$ cat config.mk
export PLATFORM = sky130hd
export DESIGN_NAME = lane_packer
export DESIGN_NICKNAME = d
export VERILOG_FILES = /design/src/rtl/lane_packer.sv
export SDC_FILE = /design/constraint.sdc
export NUM_CORES = 1
export LEC_CHECK = 0
export ABC_CLOCK_PERIOD_IN_PS = 3000
export BUFFER_PORTS_ARGS = -buffer_cell sky130_fd_sc_hd__buf_4
export CAP_MARGIN = 20
export CELL_PAD_IN_SITES_DETAIL_PLACEMENT = 1
export CELL_PAD_IN_SITES_GLOBAL_PLACEMENT = 2
export CORE_MARGIN = 10
export CORE_UTILIZATION = 35
export CTS_CLUSTER_SIZE = 14
export DETAILED_ROUTE_END_ITERATION = 16
export PLACE_DENSITY = 0.88
export SYNTH_ARGS = -nofsm -noshare
export SYNTH_HDL_FRONTEND = slang
export SYNTH_SLANG_ARGS = --single-unit
export TNS_END_PERCENT = 50
$ cat constraint.sdc
create_clock -name clk -period 3 [get_ports clk]
set_input_delay 0.45 -clock clk [delete_from_list [all_inputs] [get_ports clk]]
set_output_delay 0.45 -clock clk [all_outputs]
set_load 0.01 [all_outputs]
$ cat src/rtl/lane_packer.sv
// Packs a stream of DATA_WIDTH elements into LANES-wide words, closing a word early on in_last.
// A completed group goes straight to the output register when it is free, otherwise it waits in staging.
module lane_packer #(
  parameter int DATA_WIDTH    = 12,
  parameter int LANES         = 6,
  parameter int COUNTER_WIDTH = 11
) (
  input  logic                          clk,
  input  logic                          rst,
  input  logic                          in_valid,
  output logic                          in_ready,
  input  logic [DATA_WIDTH-1:0]         in_data,
  input  logic                          in_last,
  output logic                          out_valid,
  input  logic                          out_ready,
  output logic [LANES*DATA_WIDTH-1:0]   out_data,
  output logic [LANES-1:0]              out_keep,
  output logic                          out_last,
  output logic                          step,
  output logic [COUNTER_WIDTH-1:0]      group_cnt
);

  localparam int IDX_W = (LANES > 1) ? $clog2(LANES) : 1;

  logic [IDX_W-1:0]            idx;
  logic                        pend;
  logic                        stage_last;
  logic [LANES-1:0]            stage_keep;
  logic [DATA_WIDTH-1:0]       stage [LANES];
  logic                        in_fire;
  logic                        slot_free;
  logic                        complete;
  logic [LANES*DATA_WIDTH-1:0] merged_data;
  logic [LANES-1:0]            merged_keep;
  logic [LANES*DATA_WIDTH-1:0] staged_data;

  assign in_ready  = !pend;
  assign in_fire   = in_valid && !pend;
  assign slot_free = !out_valid || out_ready;
  assign complete  = in_fire && ((idx == IDX_W'(LANES - 1)) || in_last);
  assign step      = out_valid && out_ready;

  // staged_data is the held group alone; merged_data also folds in the element arriving now.
  always_comb begin
    merged_data = '0;
    staged_data = '0;
    merged_keep = stage_keep;
    for (int k = 0; k < LANES; k++) begin
      if (stage_keep[k]) begin
        merged_data[k*DATA_WIDTH +: DATA_WIDTH] = stage[k];
        staged_data[k*DATA_WIDTH +: DATA_WIDTH] = stage[k];
      end
      if (k == int'(idx)) begin
        merged_data[k*DATA_WIDTH +: DATA_WIDTH] = in_data;
        merged_keep[k] = 1'b1;
      end
    end
  end

  always_ff @(posedge clk) begin
    if (rst) begin
      out_valid  <= 1'b0;
      out_data   <= '0;
      out_keep   <= '0;
      out_last   <= 1'b0;
      pend       <= 1'b0;
      idx        <= '0;
      group_cnt  <= '0;
      stage_keep <= '0;
      stage_last <= 1'b0;
    end else begin
      if (step) begin
        group_cnt <= group_cnt + COUNTER_WIDTH'(1);
      end
      // A pending group blocks input, so it never competes with a new completion.
      if (pend && slot_free) begin
        out_valid  <= 1'b1;
        out_data   <= staged_data;
        out_keep   <= stage_keep;
        out_last   <= stage_last;
        pend       <= 1'b0;
        idx        <= '0;
        stage_keep <= '0;
      end else if (complete && slot_free) begin
        out_valid  <= 1'b1;
        out_data   <= merged_data;
        out_keep   <= merged_keep;
        out_last   <= in_last;
        idx        <= '0;
        stage_keep <= '0;
      end else begin
        if (out_ready) begin
          out_valid <= 1'b0;
        end
        if (in_fire) begin
          stage[idx]      <= in_data;
          stage_keep[idx] <= 1'b1;
          if (complete) begin
            pend       <= 1'b1;
            stage_last <= in_last;
          end else begin
            idx <= idx + IDX_W'(1);
          end
        end
      end
    end
  end

endmodule
==> run summary, run 1 <==
=================================================================================
Type of the tightest min-delay check                                 input pin to flop
Area of the die                                                       0.0249 mm^2
Final critical delay including setup and external delays                  2.69 ns
Core ar.                                                              0.0187 mm^2
Clock tree from TritonCTS                                                    done
Max-slew violation count                                                        0
Post-synth EDFFs                                                               72
Root buffer selected by CTS                                          sky130_fd_sc_hd__clkbuf_16
GRT overflow                                                                    0
Area share of the largest cell type after synthesis                         0.325
Peak clock frequency supported by timing                                0.371 GHz
Effective utilization at floorplan                                          0.356
Total number of H-tree levels                                                   4
Final period utilization                                                    0.898
PortBufs                                                                      109
Clock insertion delay at the later pin of the skew report                 0.43 ns
Number of warnings issued by yosys                                              0
Layout Area Growth over Synthesis                                           24.1%
Met3 track utilization from global routing                                 0.0442
Crit-path slowest cell                                               sky130_fd_sc_hd__nor2_1
Count of unique library cells instantiated by Yosys                            40
Least-Margin Pin Slew                                                    0.983 ns
Routability Congestion                                                      0.815
Pin count of the biggest net entering global routing                           75
HPWL after detailed placement                                           13,100 um
Maximum resistive drop on vdd                                            0.448 mV
Setup repair after global routing missed its margin                         false
Met2 Resource Use GR                                                        0.251
Total negative slack for setup checks                                        0 ns
Total Routed Length                                                     19,200 um
Average wire length per cell after detail routing                         20.4 um
IO Count                                                                      110
Antenna violations before repair                                                0
First-pass iteration count of the detailed router                               4
Synthesized area per cell                                               11.2 um^2
Leak pwr                                                                  3.07 nW
Data required, critical path                                              3.05 ns
Count of hold buffers inserted by post-cts repair                               0
Final setup violating endpoints                                                 0
Sequential cell area fraction in the yosys report                           0.632
Syn Nets                                                                      618
Clock buffer depth                                                              2
Cell taking the most area after synthesis                            sky130_fd_sc_hd__edfxtp_1
Synth Register Bits                                                           174
CTS clk-pin slew, worst paths                                             0.06 ns
Primary flip-flop cell chosen by synthesis mapping                   sky130_fd_sc_hd__dfxtp_1
Maximum net fanout on the critical path                                        12
Slew headroom                                                               0.342
Share of cells above drive strength 1                                       0.231
Number of sinks driven by the clock tree                                      174
Die extent in y                                                            158 um
Wire length of the first global-routing pass                            29,600 um
Post-synthesis instance total                                                 595
Via count                                                                   4,920
GRT Max-Usage Layer                                                          met2
Arrival @ worst endpoint                                                  2.74 ns
DRC viols                                                                       0
Number of buffers inserted during clock tree synthesis                         17
Site row count                                                                 50
Number of hold violations in the final report                                   0
Worst setup path class                                               flop to flop
Met1 track utilization from global routing                                  0.195
Fin Clk Skew                                                            0.0104 ns
Final net count                                                               721
Die Width                                                                  158 um
# resized after CTS                                                             0
Result of the run                                                    complete, no violations
Iteration-0 DRC Markers                                                       270
Total Routing Usage GR                                                      0.155
Type of element capturing the critical path                                  flop
Cells taking the most area after synthesis                           sky130_fd_sc_hd__edfxtp_1 (32%), sky130_fd_sc_hd__dfxtp_1 (31%), sky130_fd_sc_hd__mux2i_1 (6.2%), sky130_fd_sc_hd__nand3_1 (4.5%), sky130_fd_sc_hd__a311oi_1 (4.3%)
Antenna Diode Count                                                             0
DRT antenna net count                                                           0
Post CTS Setup Buffer Count                                                     0
Kind of start point of the critical path                                     flop
Number of vias per cell                                                      5.21
Max stage delay on crit path                                              0.78 ns
Final core occ                                                              0.442
Cells along the critical path                                        inv_1 > ha_1 > a211oi_2 > o31a_2 > nand2_1 > nor2_1
Max-cap violations                                                              0
Fraction of synthesis flops using an asynchronous set or reset pin              0
PwrDens                                                               612 mW/mm^2
Vias in the first global route                                              5,232
Netlist area before placement                                        0.00666 mm^2
=================================================================================
==> area by class of cell <==
| type | count | area, um^2 |
|---|---|---|
| well taps | 234 | 293 |
| inverters | 9 | 33.8 |
| repair buffers | 126 | 958 |
| multi-input cells | 370 | 2210 |
| clock inverters | 12 | 111 |
| fillers | 2049 | 10400 |
| clock buffers | 19 | 454 |
| flip-flops and latches | 174 | 4200 |
==> registers in the layout, summed over array words and instances, names as in the netlist <==
signal      count
out_data       72
out_last        1
out_valid       1
stage_last      1
group_cnt      11
idx             3
stage_keep      6
stage          72
pend            1
out_keep        6
==> path summary, 6_finish.rpt <==
| path | from | endpoint | slack, ns | depth (start not counted) |
|---|---|---|---|---|
| max reg2reg | idx[1] | stage[5][7] | 0.31 | 6 |
| min reg2reg | out_keep[4] | out_keep[4] | 0.45 | 2 |
| max | idx[1] | stage[5][7] | 0.31 | 6 |
| min | in_last | stage_last | 0.34 | 3 |
==> critical path: cells and delay by family, from the launching register on <==
kind | cells | cell delay, ns
AND/OR/NAND/NOR | 2 | 0.90
flip-flops | 1 | 0.44
AO/OA/AOI/OAI | 2 | 0.61
buffers and inverters | 1 | 0.13
adder cells (fa/ha/maj) | 1 | 0.24
==> report_power, final <==
| group | internal, mW | switching, mW | total (mW) |
|---|---|---|---|
| Combinational | 0.140 | 0.234 | 0.374 |
| Clock | 1.19 | 0.934 | 2.13 |
| Sequential | 2.52 | 0.0391 | 2.56 |
| Total | 3.85 | 1.21 | 5.06 |
==> kinds of logic after synthesis <==
family | after synthesis | synth area share
compound gates | 109 | 0.111
buf+inv | 51 | 0.0380
fa+ha+maj | 6 | 0.0113
xor+xnor | 8 | 0.0105
simple gates | 206 | 0.136
mux | 41 | 0.0617
flops | 174 | 0.632
==> Yosys cell counts, types with 2 or more instances <==
master	count
sky130_fd_sc_hd__nor3_1	8
sky130_fd_sc_hd__mux2i_1	41
sky130_fd_sc_hd__buf_2	15
sky130_fd_sc_hd__or3_1	6
sky130_fd_sc_hd__a31oi_1	2
sky130_fd_sc_hd__ha_1	6
sky130_fd_sc_hd__nor2_1	58
sky130_fd_sc_hd__xnor2_1	7
sky130_fd_sc_hd__a211oi_1	3
sky130_fd_sc_hd__dfxtp_1	102
sky130_fd_sc_hd__a21oi_2	2
sky130_fd_sc_hd__inv_1	9
sky130_fd_sc_hd__nand2b_1	2
sky130_fd_sc_hd__buf_4	11
sky130_fd_sc_hd__clkbuf_1	14
sky130_fd_sc_hd__o21ai_0	34
sky130_fd_sc_hd__nand3_1	60
sky130_fd_sc_hd__nand4_1	3
sky130_fd_sc_hd__a311oi_1	33
sky130_fd_sc_hd__a21oi_1	7
sky130_fd_sc_hd__o221a_2	2
sky130_fd_sc_hd__o211ai_1	2
sky130_fd_sc_hd__edfxtp_1	72
sky130_fd_sc_hd__nand2_1	64
sky130_fd_sc_hd__o21ai_1	14
sky130_fd_sc_hd__o21a_1	4
==> metal layers <==
metal | part of all wire | up-vias
met5 | 0 | -
met4 | 0.011 | 0
met3 | 0.067 | 17
met2 | 0.48 | 133
met1 | 0.44 | 2409
li1 | - | 2361
==> layout by cell type, fill, tap and decap left out, types with 3 or more instances in the layout <==
master | synthesis | final
sky130_fd_sc_hd__buf_4 | 11 | 125
sky130_fd_sc_hd__dfxtp_1 | 102 | 102
sky130_fd_sc_hd__edfxtp_1 | 72 | 72
sky130_fd_sc_hd__nand2_1 | 64 | 64
sky130_fd_sc_hd__nand3_1 | 60 | 60
sky130_fd_sc_hd__nor2_1 | 58 | 58
sky130_fd_sc_hd__mux2i_1 | 41 | 41
sky130_fd_sc_hd__o21ai_0 | 34 | 34
sky130_fd_sc_hd__a311oi_1 | 33 | 33
sky130_fd_sc_hd__clkbuf_16 | 0 | 18
sky130_fd_sc_hd__o21ai_1 | 14 | 14
sky130_fd_sc_hd__inv_1 | 9 | 9
sky130_fd_sc_hd__nor3_1 | 8 | 7
sky130_fd_sc_hd__a21oi_1 | 7 | 7
sky130_fd_sc_hd__xnor2_1 | 7 | 7
sky130_fd_sc_hd__or3_1 | 6 | 6
sky130_fd_sc_hd__ha_1 | 6 | 6
sky130_fd_sc_hd__o21a_1 | 4 | 4
sky130_fd_sc_hd__a211oi_1 | 3 | 3
sky130_fd_sc_hd__nand4_1 | 3 | 3
sky130_fd_sc_hd__clkinv_4 | 0 | 3
sky130_fd_sc_hd__inv_6 | 0 | 3
==> stage by stage <==
stage	total power, mW	instance area, um^2	std cells	setup WS, ns	hold slack [ns]
6_report	5.06	8260	944	0.306	0.337
5_1_grt	5.24	8260	944	0.124	0.348
4_1_cts	5.10	8260	944	0.282	0.318
3_5_place_dp	2.99	7690	913	0.344	0.439
3_3_place_gp	2.98	7690	913	0.489	0.436
2_1_floorplan	2.80	6660	595	0.280	0.437
(Power assumes the default switching activity.)
==> run 2: changes to the inputs <==
CORE_ASPECT_RATIO = 1.4   (was unset)
REMOVE_ABC_BUFFERS = 1   (was unset)
==> run 2 against run 1 <==
Net effect:
- sequential power about the same
- first-iteration DRC count decreased by 0.74%
- combinational power decreased by 4%
- via count about the same
- critical path depth unchanged
- clock-buffer cell count decreased by 1
- fmax increased by 8.9%
- clock power increased by 12%
- utilization increased by 0.48 points
- power increased by 4.8%
- critical path type unchanged
- largest cell class unchanged
==> run summary, run 2 (same netlist as run 1, synthesis figures left out) <==
========================================================================
Finished Cell Area                                          0.00834 mm^2   +0.94%
Arrival @ worst endpoint                                         2.66 ns   -0.08 ns
Maximum resistive drop on vdd                                   0.433 mV   -3.2%
Setup repair after global routing missed its margin                false
Sum of internal, switching and leakage power                     5.30 mW   +4.8%
# resized after CTS                                                    0   unchanged
PortBufs                                                             109   unchanged
Share of cells above drive strength 1                              0.233   +0.00216
Final core occ                                                     0.446   +0.00483
DRC viols                                                              0   unchanged
Final net count                                                      722   +0.14%
Kind of start point of the critical path                            flop
Largest registers                                           out_data: 72 flops, stage: 72 flops, group_cnt: 11 flops
Layout Area Growth over Synthesis                                  25.3%
Area of the die                                              0.0250 mm^2   +0.31%
Least-Margin Pin Slew                                           0.952 ns   -0.0310 ns
Core ar.                                                     0.0187 mm^2   -0.15%
Final period utilization                                           0.824   -0.0734
Die Width                                                         137 um   -14%
Number of buffers inserted during clock tree synthesis                17   unchanged
DRT antenna net count                                                  0   unchanged
Vias in the first global route                                     5,311   +1.5%
Clock tree from TritonCTS                                           done
Post CTS Setup Buffer Count                                            0   unchanged
Final critical delay including setup and external delays         2.47 ns   -0.220 ns
Count of hold buffers inserted by post-cts repair                      0   unchanged
GRT overflow                                                           0   unchanged
Fill cell instance count of the final layout                       2,047   -0.098%
Worst setup path class                                      flop to flop
Int Power                                                        4.07 mW   +5.6%
Worst reg-to-reg path cell count                                       6   unchanged
# placed instances                                                   924   +1.2%
Number of sinks driven by the clock tree                             174   unchanged
Root buffer selected by CTS                                 sky130_fd_sc_hd__clkbuf_16
Number of vias per cell                                             5.15   -1.2%
Site row count                                                        59   +18%
PwrDens                                                      636 mW/mm^2   +3.8%
Wire length of the first global-routing pass                   29,400 um   -0.49%
Max-slew violation count                                               0   unchanged
Result of the run                                           complete, no violations
Footprint of the flip-flops and latches                     0.00420 mm^2   unchanged
Crit. Startpoint                                                  idx[0]
Source of the worst register-to-register timing path              idx[0]
Post-Place Cell Area                                        0.00770 mm^2   about the same
IO Count                                                             110   unchanged
CTS clk-pin slew, worst paths                                    0.07 ns   about the same
Total Routing Usage GR                                             0.151   -0.00389
Capturing element of the worst setup path                   stage[4][10]
Data required, critical path                                     3.18 ns   +0.13 ns
Multi-input gate area                                       0.00220 mm^2   about the same
Maximum net fanout on the critical path                               13   +1
Fin Clk Skew                                                   0.0102 ns   -0.000167 ns
Total number of H-tree levels                                          4   unchanged
Clock network fraction of total power                              0.449   +0.029
Min-Delay Path Depth                                                   3   unchanged
Antenna violations before repair                                       0   unchanged
Via count                                                          4,922   +0.041%
Clock insertion delay at the later pin of the skew report        0.43 ns   about the same
Type of the tightest min-delay check                        input pin to flop
Number of non-filler instances in the completed layout               956   +1.3%
Combinational group share of total power                           0.068   -0.006
Final setup violating endpoints                                        0   unchanged
Type of element capturing the critical path                         flop
Endpoint of the most critical register-to-register path     stage[4][10]
First-pass iteration count of the detailed router                      4   unchanged
Total negative slack for setup checks                               0 ns   unchanged
Total Routed Length                                            19,000 um   -1.0%
R2r setup slk                                                    0.53 ns   +0.22 ns
Antenna Diode Count                                                    0   unchanged
Leak pwr                                                         3.10 nW   +1.0%
Part of the power in registers                                     0.483   -0.023
Iteration-0 DRC Markers                                              268   -0.74%
Routability Congestion                                             0.823   +0.96%
Net switching power                                              1.23 mW   +2.2%
Commonest non-fill, non-tap cell in the layout              sky130_fd_sc_hd__buf_4
Slew headroom                                                      0.363   +0.0203
Max-cap violations                                                     0   unchanged
Effective utilization at floorplan                                 0.356   +0.000548
Commonest cells after routing, fill and taps aside          sky130_fd_sc_hd__buf_4 (127), sky130_fd_sc_hd__dfxtp_1 (102), sky130_fd_sc_hd__edfxtp_1 (72)
Die extent in y                                                   183 um   +16%
Peak clock frequency supported by timing                       0.404 GHz   +8.9%
Switching fraction of total power                                  0.233   -0.00597
HPWL after detailed placement                                  13,200 um   +0.33%
Pin count of the biggest net entering global routing                  52   -31%
Average wire length per cell after detail routing                19.9 um   -2.2%
Clock buffer depth                                                     2   unchanged
Number of hold violations in the final report                          0   unchanged
========================================================================
-- run 2: changes by cell type in the layout (fill, tap and decap cells not counted) --
| cell | change |
|---|---|
| sky130_fd_sc_hd__buf_12 | -1 |
| sky130_fd_sc_hd__buf_4 | +2 |
| sky130_fd_sc_hd__bufinv_16 | +3 |
| sky130_fd_sc_hd__clkbuf_16 | -1 |
| sky130_fd_sc_hd__clkinv_1 | -1 |
| sky130_fd_sc_hd__clkinv_2 | -1 |
| sky130_fd_sc_hd__clkinv_4 | -2 |
| sky130_fd_sc_hd__clkinvlp_4 | +1 |
| sky130_fd_sc_hd__inv_6 | -1 |
| sky130_fd_sc_hd__inv_8 | +3 |
| sky130_fd_sc_hd__o31a_1 | +1 |
| sky130_fd_sc_hd__o31a_2 | -1 |
-- run 2: cell type report --
class | count | share of cell area
repair buffers | 127 | 0.114
flip-flops and latches | 174 | 0.504
multi-input cells | 370 | 0.264
clock inverters | 14 | 0.0249
well taps | 244 | 0.0366
clock buffers | 18 | 0.0515
inverters | 9 | 0.00405
-- run 2: worst min-delay path by stage --
stage / start / to / slack [ns]
after floorplan: stage_keep[3] / stage_keep[3] / 0.44
after global placement: out_keep[4] / out_keep[4] / 0.44
after detailed placement: out_keep[5] / out_keep[5] / 0.44
after CTS: in_last / stage_last / 0.34
after global routing: in_last / stage_last / 0.35
final: in_last / stage_last / 0.35
-- run 2: stage by stage --
| step | hold WS [ns] | setup WS [ns] |
|---|---|---|
| finish | 0.347 | 0.527 |
| global route | 0.352 | 0.392 |
| CTS | 0.336 | 0.557 |
| detailed placement | 0.443 | 0.595 |
| global placement | 0.438 | 0.679 |
| floorplan | 0.437 | -2.53 |
-- run 2: power by group through the flow --
stage | logic [mW] | registers [mW] | clock network [mW]
6_report | 0.360 | 2.56 | 2.38
3_3_place_gp | 0.354 | 2.61 | 0
4_1_cts | 0.367 | 2.56 | 2.41
2_1_floorplan | 0.154 | 2.62 | 0
3_5_place_dp | 0.364 | 2.62 | 0
5_1_grt | 0.397 | 2.57 | 2.52
-- run 2: critical path, cell delays in order (launching register included) --
cell	delay [ns]
sky130_fd_sc_hd__dfxtp_1	0.63
sky130_fd_sc_hd__ha_1	0.28
sky130_fd_sc_hd__a211oi_2	0.12
sky130_fd_sc_hd__or2_2	0.35
sky130_fd_sc_hd__o21ai_1	0.51
sky130_fd_sc_hd__nor3_1	0.13
sky130_fd_sc_hd__buf_4	0.22
-- run 2: routing by layer --
| metal | wire length [um] | vias to the layer above | global-route usage |
|---|---|---|---|
| met4 | 267 | 0 | 0.0466 |
| met3 | 794 | 17 | 0.0350 |
| li1 | - | 2360 | - |
| met1 | 7620 | 2468 | 0.165 |
| met2 | 10300 | 77 | 0.280 |
| met5 | 0 | - | 0 |
